<file path="src/rtl/hazard_pkg.sv">
// Shared types for the pipeline hazard controller: forward-select encoding and divide FSM states.
package hazard_pkg;

   typedef enum logic [1:0] {
      FWD_RF   = 2'b00,
      FWD_W    = 2'b01,
      FWD_M    = 2'b10,
      FWD_RSVD = 2'b11
   } fwd_sel_t;

   typedef enum logic [1:0] {
      IDLE = 2'b00,
      BUSY = 2'b01,
      DONE = 2'b10
   } md_state_t;

endpackage

</file>
<file path="src/rtl/md_stall_fsm.sv">
// Sequences the multi-cycle divider in E: freezes the front of the pipe for DIV_LATENCY cycles,
// then raises md_done_e for one cycle while E advances.
module md_stall_fsm
   import hazard_pkg::*;
#(
   parameter int DIV_LATENCY = 32
) (
   input  logic clk,
   input  logic rst,
   input  logic md_start_e,
   output logic md_busy,
   output logic md_done_e
);

   localparam int CNT_W = $clog2(DIV_LATENCY);

   md_state_t        state_q, state_d;
   logic [CNT_W-1:0] cnt_q, cnt_d;

   always_ff @(posedge clk) begin
      if (rst) begin
         state_q <= IDLE;
         cnt_q   <= '0;
      end else begin
         state_q <= state_d;
         cnt_q   <= cnt_d;
      end
   end

   // The start cycle is itself a freeze cycle, so BUSY only covers DIV_LATENCY-1 more.
   always_comb begin
      state_d   = state_q;
      cnt_d     = cnt_q;
      md_busy   = 1'b0;
      md_done_e = 1'b0;
      case (state_q)
         IDLE: begin
            if (md_start_e) begin
               md_busy = 1'b1;
               cnt_d   = CNT_W'(DIV_LATENCY - 2);
               state_d = BUSY;
            end
         end
         BUSY: begin
            md_busy = 1'b1;
            if (cnt_q == '0) begin
               state_d = DONE;
            end else begin
               cnt_d = cnt_q - CNT_W'(1);
            end
         end
         DONE: begin
            md_done_e = 1'b1;
            state_d   = IDLE;
         end
         default: begin
            state_d = IDLE;
         end
      endcase
      if (rst) begin
         md_busy   = 1'b0;
         md_done_e = 1'b0;
      end
   end

endmodule

</file>
<file path="src/rtl/hazard_unit.sv">
// Pipeline hazard controller: M/W operand forwarding, load-use stall, branch flush and
// divide freeze for the 5-stage core.
module hazard_unit
   import hazard_pkg::*;
#(
   parameter int DIV_LATENCY = 32,
   parameter int REG_AW      = 5
) (
   input  logic              clk,
   input  logic              rst,
   input  logic [REG_AW-1:0] rs1_d,
   input  logic [REG_AW-1:0] rs2_d,
   input  logic [REG_AW-1:0] rs1_e,
   input  logic [REG_AW-1:0] rs2_e,
   input  logic [REG_AW-1:0] rd_e,
   input  logic              load_e,
   input  logic              pc_src_e,
   input  logic              md_start_e,
   input  logic [REG_AW-1:0] rd_m,
   input  logic [REG_AW-1:0] rd_w,
   input  logic              reg_write_m,
   input  logic              reg_write_w,
   output logic [1:0]        forward_a_e,
   output logic [1:0]        forward_b_e,
   output logic              stall_f,
   output logic              stall_d,
   output logic              stall_e,
   output logic              flush_d,
   output logic              flush_e,
   output logic              flush_m,
   output logic              md_done_e
);

   logic     md_busy;
   logic     lw_stall;
   fwd_sel_t fwd_a, fwd_b;

   md_stall_fsm #(
      .DIV_LATENCY (DIV_LATENCY)
   ) u_md_fsm (
      .clk        (clk),
      .rst        (rst),
      .md_start_e (md_start_e),
      .md_busy    (md_busy),
      .md_done_e  (md_done_e)
   );

   // Youngest producer (M) wins; x0 is hard-wired zero and is never forwarded.
   function automatic fwd_sel_t pick_fwd(
      input logic [REG_AW-1:0] rs,
      input logic [REG_AW-1:0] dm,
      input logic              wm,
      input logic [REG_AW-1:0] dw,
      input logic              ww
   );
      fwd_sel_t sel;
      sel = FWD_RF;
      if (rs != '0) begin
         if (wm && (dm == rs)) begin
            sel = FWD_M;
         end else if (ww && (dw == rs)) begin
            sel = FWD_W;
         end
      end
      return sel;
   endfunction

   always_comb begin
      fwd_a = pick_fwd(rs1_e, rd_m, reg_write_m, rd_w, reg_write_w);
      fwd_b = pick_fwd(rs2_e, rd_m, reg_write_m, rd_w, reg_write_w);
   end

   assign lw_stall = load_e && (rd_e != '0) && ((rd_e == rs1_d) || (rd_e == rs2_d));

   // While the divider holds E, neither a branch nor a load-use in E is real yet.
   always_comb begin
      forward_a_e = FWD_RF;
      forward_b_e = FWD_RF;
      stall_f     = 1'b0;
      stall_d     = 1'b0;
      stall_e     = 1'b0;
      flush_d     = 1'b0;
      flush_e     = 1'b0;
      flush_m     = 1'b0;
      if (!rst) begin
         forward_a_e = fwd_a;
         forward_b_e = fwd_b;
         if (md_busy) begin
            stall_f = 1'b1;
            stall_d = 1'b1;
            stall_e = 1'b1;
            flush_m = 1'b1;
         end else if (pc_src_e) begin
            flush_d = 1'b1;
            flush_e = 1'b1;
         end else if (lw_stall) begin
            stall_f = 1'b1;
            stall_d = 1'b1;
            flush_e = 1'b1;
         end
      end
   end

endmodule

</file>
<file path="config.mk">
export PLATFORM = sky130hd
export DESIGN_NAME = hazard_unit
export DESIGN_NICKNAME = d
export VERILOG_FILES = /design/src/rtl/hazard_pkg.sv /design/src/rtl/md_stall_fsm.sv /design/src/rtl/hazard_unit.sv
export SDC_FILE = /design/constraint.sdc
export NUM_CORES = 1
export LEC_CHECK = 0
export BUFFER_PORTS_ARGS = -buffer_cell sky130_fd_sc_hd__buf_2
export CAP_MARGIN = 20
export CORE_MARGIN = 10
export CORE_UTILIZATION = 38
export DETAILED_ROUTE_END_ITERATION = 12
export PLACE_DENSITY_LB_ADDON = 0.15
export SLEW_MARGIN = 20
export SYNTH_ARGS = -nofsm -noshare
export SYNTH_HDL_FRONTEND = slang
export SYNTH_SLANG_ARGS = --single-unit
</file>
<file path="constraint.sdc">
create_clock -name clk -period 1.7 [get_ports clk]
set_clock_uncertainty 0.2 [all_clocks]
set_input_delay 0.34 -clock clk [delete_from_list [all_inputs] [get_ports clk]]
set_output_delay 0.34 -clock clk [all_outputs]
set_load 0.02 [all_outputs]
</file>
==> metrics.md, run 1 <==
| Metric | Value |
|---|---|
| Outcome | complete, but fails checks |
| Failing checks | negative setup slack |
| Fmax | 496 MHz |
| Most frequent cell after synthesis | xor2_1 |
| Final Max Slew Viols | 0 |
| Row Count | 16 |
| Dpl hpwl | 2.48 mm |
| Cts hold-fix bufs | 0 |
| Crit-path max FO | 3 |
| DRT Pass-1 Iters | 4 |
| Root buf cell | clkbuf_4 |
| WL per Instance | 18.2 µm |
| DRC | 0 |
| Routability Congestion | 0.774 |
| Initial Utilization | 0.410 |
| Sw Share | 0.367 |
| Slowest-stage cell, CP | o41ai_2 |
| Sequential group share of total power | 0.254 |
| Crit start category | input port |
| Clock slew at reported path FFs | 0.05 ns |
| Mapped cell area | 821 µm² |
| CP endpoint kind | output pin |
| Clock power frac | 0.175 |
| Port bufs | 52 |
| Final Setup Violations | 7 |
| Area delta synth->final | 103% |
| Synth top cells by count | xor2_1, xnor2_1, nor2_1, dfxtp_1, nand2_1 |
| CP Class | in -> out |
| I/O pins | 53 |
| Final net count | 225 |
| Type of the most critical hold path | in -> reg |
| Setup TNS | -1.96 ns |
| Post-Route Utilization | 0.833 |
| Synth top area share | 0.192 |
| Core area | 2000 µm² |
| CP arrival | 1.48 ns |
| Die span in y | 66.5 µm |
| Drt total wl | 3.79 mm |
| Final min period | 2.02 ns |
| Initial antenna violation count | 0 |
| Synth area leader | xor2_1 |
| Synth cell types | 34 |
| Number of global-route vias before repair | 1206 |
| Worst path top cell family by delay | compound AO/OA/AOI/OAI gates |
| Switching power total | 310 µW |
| First-pass GRT wire length | 5.12 mm |
| Synthesized instance count | 101 |
| Chip width | 66.5 µm |
| Hold Vio Cnt, Final | 0 |
| RSZ-0062 raised after global routing | yes |
| WP buf/inv | 2 |
| Async SR Flop Fraction | 0 |
| CTS buffer count | 3 |
| Die area | 4420 µm² |
| Diode count | 0 |
| Yosys reg bits | 7 |
| Largest net degree at the start of global routing | 9 |
| Number of flops mapped to enable cells by yosys | 0 |
| GRT Overall Usage | 0.144 |
| Comb power frac | 0.571 |
| Critical Path RT | 1.16 ns |
| DRC marker count from the first detailed-route iteration | 54 |
| Main flop type after synthesis | dfxtp_1 |
| Clock Tree Buf Depth | 2 |
| Internal power | 536 µW |
| Max rail drop VDD | 358 µV |
| Max stage delay on crit path | 0.27 ns |
| Grt ovf | 0 |
| Place WS | -0.406 ns |
| Lkg Pwr | 0.000738 µW |
| Clock latency at the later pin of the worst-skew pair | 0.25 ns |
| Final worst slack | -0.316 ns |
| Mapped Nets | 144 |
| Seq/Total Area, Yosys | 0.171 |
| Synth Area per Inst | 8.13 µm² |
| Worst-margin pin slew | 0.303 ns |
| Max-cap violations | 0 |
| Final ANT Viol Nets | 0 |
| Synthesis Warnings | 0 |
| PwrDens | 508 nW/µm² |
| H-tree lvl count | 1 |
| Via count | 1103 |
| Max_slew headroom | 0.796 |
| Clock sink count | 7 |
| Drt via density | 5.30 |
| Share of cells above drive strength 1 | 0.657 |
| Worst-path cell chain | buf_2, xor2_1, nor3_2, a22oi_2, o41ai_2, buf_4 |
| Area contributors post-synth | xor2_1, dfxtp_1, xnor2_1 |
| Total power | 846 µW |
| Crit share post-route | 1.19 |
| CTS tree | yes |
power groups by stage:
stage | combinational, µW | clock [µW] | sequential [µW]
after floorplan | 221 | 0 | 214
after global placement | 373 | 0 | 213
after detailed placement | 387 | 0 | 215
after CTS | 437 | 153 | 214
after global routing | 518 | 162 | 218
final | 483 | 148 | 215
metrics by stage:
| stage | cell area (µm²) | hold slack [ns] | std cells |
|---|---|---|---|
| global placement | 1380 | 0.297 | 201 |
| finish | 1670 | 0.310 | 208 |
| CTS | 1550 | 0.282 | 207 |
| global route | 1670 | 0.322 | 208 |
| detailed placement | 1380 | 0.327 | 201 |
| floorplan | 926 | 0.285 | 101 |
cell usage in the layout, fill, tap and decap left out, types with 3 or more instances in the layout:
cell type | Yosys | layout
clkbuf_4 | 0 | 3
or4_4 | 0 | 3
buf_6 | 0 | 17
xor2_1 | 18 | 16
buf_8 | 0 | 3
inv_2 | 0 | 3
nand2_1 | 6 | 4
nor2_4 | 0 | 4
nor2b_1 | 4 | 4
dfxtp_1 | 7 | 5
nor2_1 | 8 | 4
buf_4 | 2 | 28
buf_2 | 0 | 31
xnor2_1 | 14 | 13
cells by family after synthesis:
kind of cell | Yosys count | share of synthesized area
DFF | 7 | 0.171
buffers and inverters | 6 | 0.0366
xor gates and xnor gates | 32 | 0.341
and+or+nand+nor | 41 | 0.305
AOI/OAI and AO/OA | 14 | 0.131
adders and majority gates | 1 | 0.0152
path summary, 6_finish.rpt:
kind / end / cells after the start / from / slack [ns]
setup / recovery: flush_e / 6 / rd_e[3] / -0.32
setup reg to reg: u_md_fsm.cnt_q[1] / 6 / u_md_fsm.state_q[1] / 0.06
hold reg to reg: u_md_fsm.cnt_q[4] / 2 / u_md_fsm.cnt_q[4] / 0.33
hold / removal: u_md_fsm.cnt_q[4] / 3 / rst / 0.31
metal layers:
| metal | global-route usage | part of all wire |
|---|---|---|
| met1 | 0.136 | 0.37 |
| met2 | 0.272 | 0.54 |
| met3 | 0.0368 | 0.050 |
| met4 | 0.0812 | 0.040 |
| met5 | 0 | 0 |
final cells by class:
class	count	area (µm²)
multi-input cells	88	851
clock buffers	4	26.3
flip-flops and latches	7	143
well taps	27	33.8
inverters	3	11.3
repair buffers	79	602
fillers	110	335
repair_timing:
| action | in CTS | in global routing |
|---|---|---|
| cloned | 0 | 0 |
| endpoints found under the setup margin | 10 | 13 |
| resized for setup | 35 | 27 |
| pin swaps | 17 | 11 |
| setup buffers | 2 | 1 |
sequential cells by signal (all words and copies together), names as in the netlist:
name,flops
u_md_fsm.cnt_q,5
u_md_fsm.state_q,2
worst min-delay path: stages:
cell and delay, ns:
buf_2 0.14, buf_4 0.18, a21oi_1 0.05
Note: power is estimated with default switching activity, not from simulation.
==> inputs of run 2 (changes only) <==
--- a/config.mk
+++ b/config.mk
@@ -7,10 +7,13 @@
 export LEC_CHECK = 0
 export BUFFER_PORTS_ARGS = -buffer_cell sky130_fd_sc_hd__buf_2
 export CAP_MARGIN = 20
+export CELL_PAD_IN_SITES_DETAIL_PLACEMENT = 1
+export CELL_PAD_IN_SITES_GLOBAL_PLACEMENT = 1
 export CORE_MARGIN = 10
-export CORE_UTILIZATION = 38
+export CORE_UTILIZATION = 25
 export DETAILED_ROUTE_END_ITERATION = 12
-export PLACE_DENSITY_LB_ADDON = 0.15
+export PLACE_DENSITY_LB_ADDON = 0.3
+export SKIP_CTS_REPAIR_TIMING = 1
 export SLEW_MARGIN = 20
 export SYNTH_ARGS = -nofsm -noshare
 export SYNTH_HDL_FRONTEND = slang
==> metrics.md, run 2 (synthesis results as in run 1) <==
| Metric | Value |
|---|---|
| Outcome | complete, but fails checks |
| Failing checks | negative setup slack |
| DRC | 0 (unchanged) |
| DRT Pass-1 Iters | 3 (-1) |
| WL per Instance | 17.3 µm (-5.1%) |
| CP endpoint | forward_a_e[1] |
| Crit start category | input port |
| Final worst slack | -0.373 ns (-0.0567 ns) |
| CP Class | in -> out |
| Drt total wl | 3.85 mm (+1.7%) |
| Hold Vio Cnt, Final | 0 (unchanged) |
| Core area | 3100 µm² (+55%) |
| Worst R2R End | u_md_fsm.cnt_q[0] |
| CTS buffer count | 3 (unchanged) |
| Share of cells above drive strength 1 | 0.637 (-0.0206) |
| Max_slew headroom | 0.784 (-0.0120) |
| Most common cell after layout, fill and taps aside | buf_2 |
| CTS tree | yes |
| Biggest register | u_md_fsm.cnt_q |
| Die area | 5980 µm² (+35%) |
| Worst-margin pin slew | 0.323 ns (+0.0199 ns) |
| Critical R2R Launch | u_md_fsm.cnt_q[1] |
| Clock slew at reported path FFs | 0.06 ns (about the same) |
| Type of the most critical hold path | reg -> reg |
| Final Max Slew Viols | 0 (unchanged) |
| Dpl hpwl | 3.01 mm (+22%) |
| Clock Tree Buf Depth | 2 (unchanged) |
| DRC marker count from the first detailed-route iteration | 17 (-69%) |
| CP startpoint | rd_m[1] |
| Critical Path RT | 1.16 ns (about the same) |
| Final net count | 223 (-0.89%) |
| Most frequent cells in the layout | buf_2, buf_4, xnor2_1, xor2_1, buf_6 |
| Area delta synth->final | 102% |
| Via count | 1038 (-5.9%) |
| Initial Utilization | 0.265 (-0.145) |
| Clock latency at the later pin of the worst-skew pair | 0.26 ns (about the same) |
| Lkg Pwr | 0.000722 µW (-2.1%) |
| Max-cap violations | 0 (unchanged) |
| Row Count | 20 (+4) |
| Final ANT Viol Nets | 0 (unchanged) |
| R2r setup slk | 0.04 ns (-0.02 ns) |
| Max rail drop VDD | 182 µV (-49%) |
| H-tree lvl count | 1 (unchanged) |
| Port bufs | 52 (unchanged) |
| Initial antenna violation count | 0 (unchanged) |
| RSZ-0062 raised after global routing | yes |
| Diode count | 0 (unchanged) |
| PwrDens | 514 nW/µm² (+1.3%) |
| Chip width | 77.3 µm (+16%) |
| Drt via density | 4.65 (-12%) |
| Clock sink count | 7 (unchanged) |
| Crit share post-route | 1.22 (+0.0333) |
| CP endpoint kind | output pin |
| Root buf cell | clkbuf_4 |
| Routability Congestion | 0.787 (+1.8%) |
| Place WS | -0.408 ns (-0.00191 ns) |
| Post-Route Utilization | 0.533 (-0.299) |
| Worst Hold Depth | 2 (-1) |
| Final Setup Violations | 10 (+3) |
| GRT Overall Usage | 0.113 (-0.0307) |
| Crit-path max FO | 2 (-1) |
| Die span in y | 77.3 µm (+16%) |
| I/O pins | 53 (unchanged) |
| Final min period | 2.07 ns (+0.0567 ns) |
| CP arrival | 1.53 ns (+0.05 ns) |
| WHS | 0.314 ns (+0.00429 ns) |
| First-pass GRT wire length | 5.56 mm (+8.6%) |
| Grt ovf | 0 (unchanged) |
| Fmax | 482 MHz (-2.7%) |
| Largest regs | u_md_fsm.cnt_q x5, u_md_fsm.state_q x2 |
| Largest net degree at the start of global routing | 11 (+2) |
| Number of global-route vias before repair | 1220 (+1.2%) |
| Number of flip-flops under the largest register name | 5 (unchanged) |
| R2R depth | 6 (unchanged) |
-- run 2: changes by cell type in the layout (fill, tap and decap cells not counted), moves of 3 or more --
cell	previous run	this run
buf_2	31	34
buf_6	17	13
xor2_1	16	13
xor2_2	2	5
-- run 2: cell type report --
cell class	count	area [µm²]
timing repair buffer	77	549
tap	44	55.1
fill	387	1450
inverter	3	11.3
sequential	7	143
multi-input combinational	88	871
clock buffer	4	26.3
-- run 2: critical path, cell delays in order --
cell     delay (ns)
buf_6          0.10
xor2_1         0.17
nor4_2         0.33
and3_1         0.25
nor3b_4        0.20
buf_6          0.14
-- run 2: worst min path at each step --
stage                            startpoint           endpoint  slack (ns)
after floorplan           u_md_fsm.cnt_q[1]  u_md_fsm.cnt_q[1]        0.29
after global placement    u_md_fsm.cnt_q[1]  u_md_fsm.cnt_q[1]        0.30
after detailed placement  u_md_fsm.cnt_q[1]  u_md_fsm.cnt_q[1]        0.32
after CTS                 u_md_fsm.cnt_q[1]  u_md_fsm.cnt_q[1]        0.33
after global routing      u_md_fsm.cnt_q[1]  u_md_fsm.cnt_q[1]        0.35
final                     u_md_fsm.cnt_q[1]  u_md_fsm.cnt_q[1]        0.31
-- run 2: power breakdown --
part | switching [µW] | internal, µW
Combinational | 225 | 249
Sequential | 25.7 | 189
Clock | 72.4 | 90.3
-- run 2: metal layers --
metal | GRT usage | vias up | wire length [µm] | share of wire
li1 | - | 506 | - | -
met1 | 0.105 | 504 | 1340 | 0.35
met2 | 0.232 | 23 | 2350 | 0.61
met3 | 0.0256 | 5 | 119 | 0.031
met4 | 0.0383 | 0 | 41 | 0.011
met5 | 0 | - | 0 | 0
-- run 2: metrics by stage --
| step | total power [µW] | cell area (µm²) | instances | setup TNS, ns |
|---|---|---|---|---|
| 2_1_floorplan | 435 | 926 | 101 | -0.709 |
| 3_3_place_gp | 585 | 1380 | 216 | -2.12 |
| 3_5_place_dp | 607 | 1380 | 216 | -2.54 |
| 4_1_cts | 771 | 1410 | 220 | -3.03 |
| 5_1_grt | 910 | 1660 | 223 | -3.06 |
| 6_report | 851 | 1660 | 223 | -2.43 |
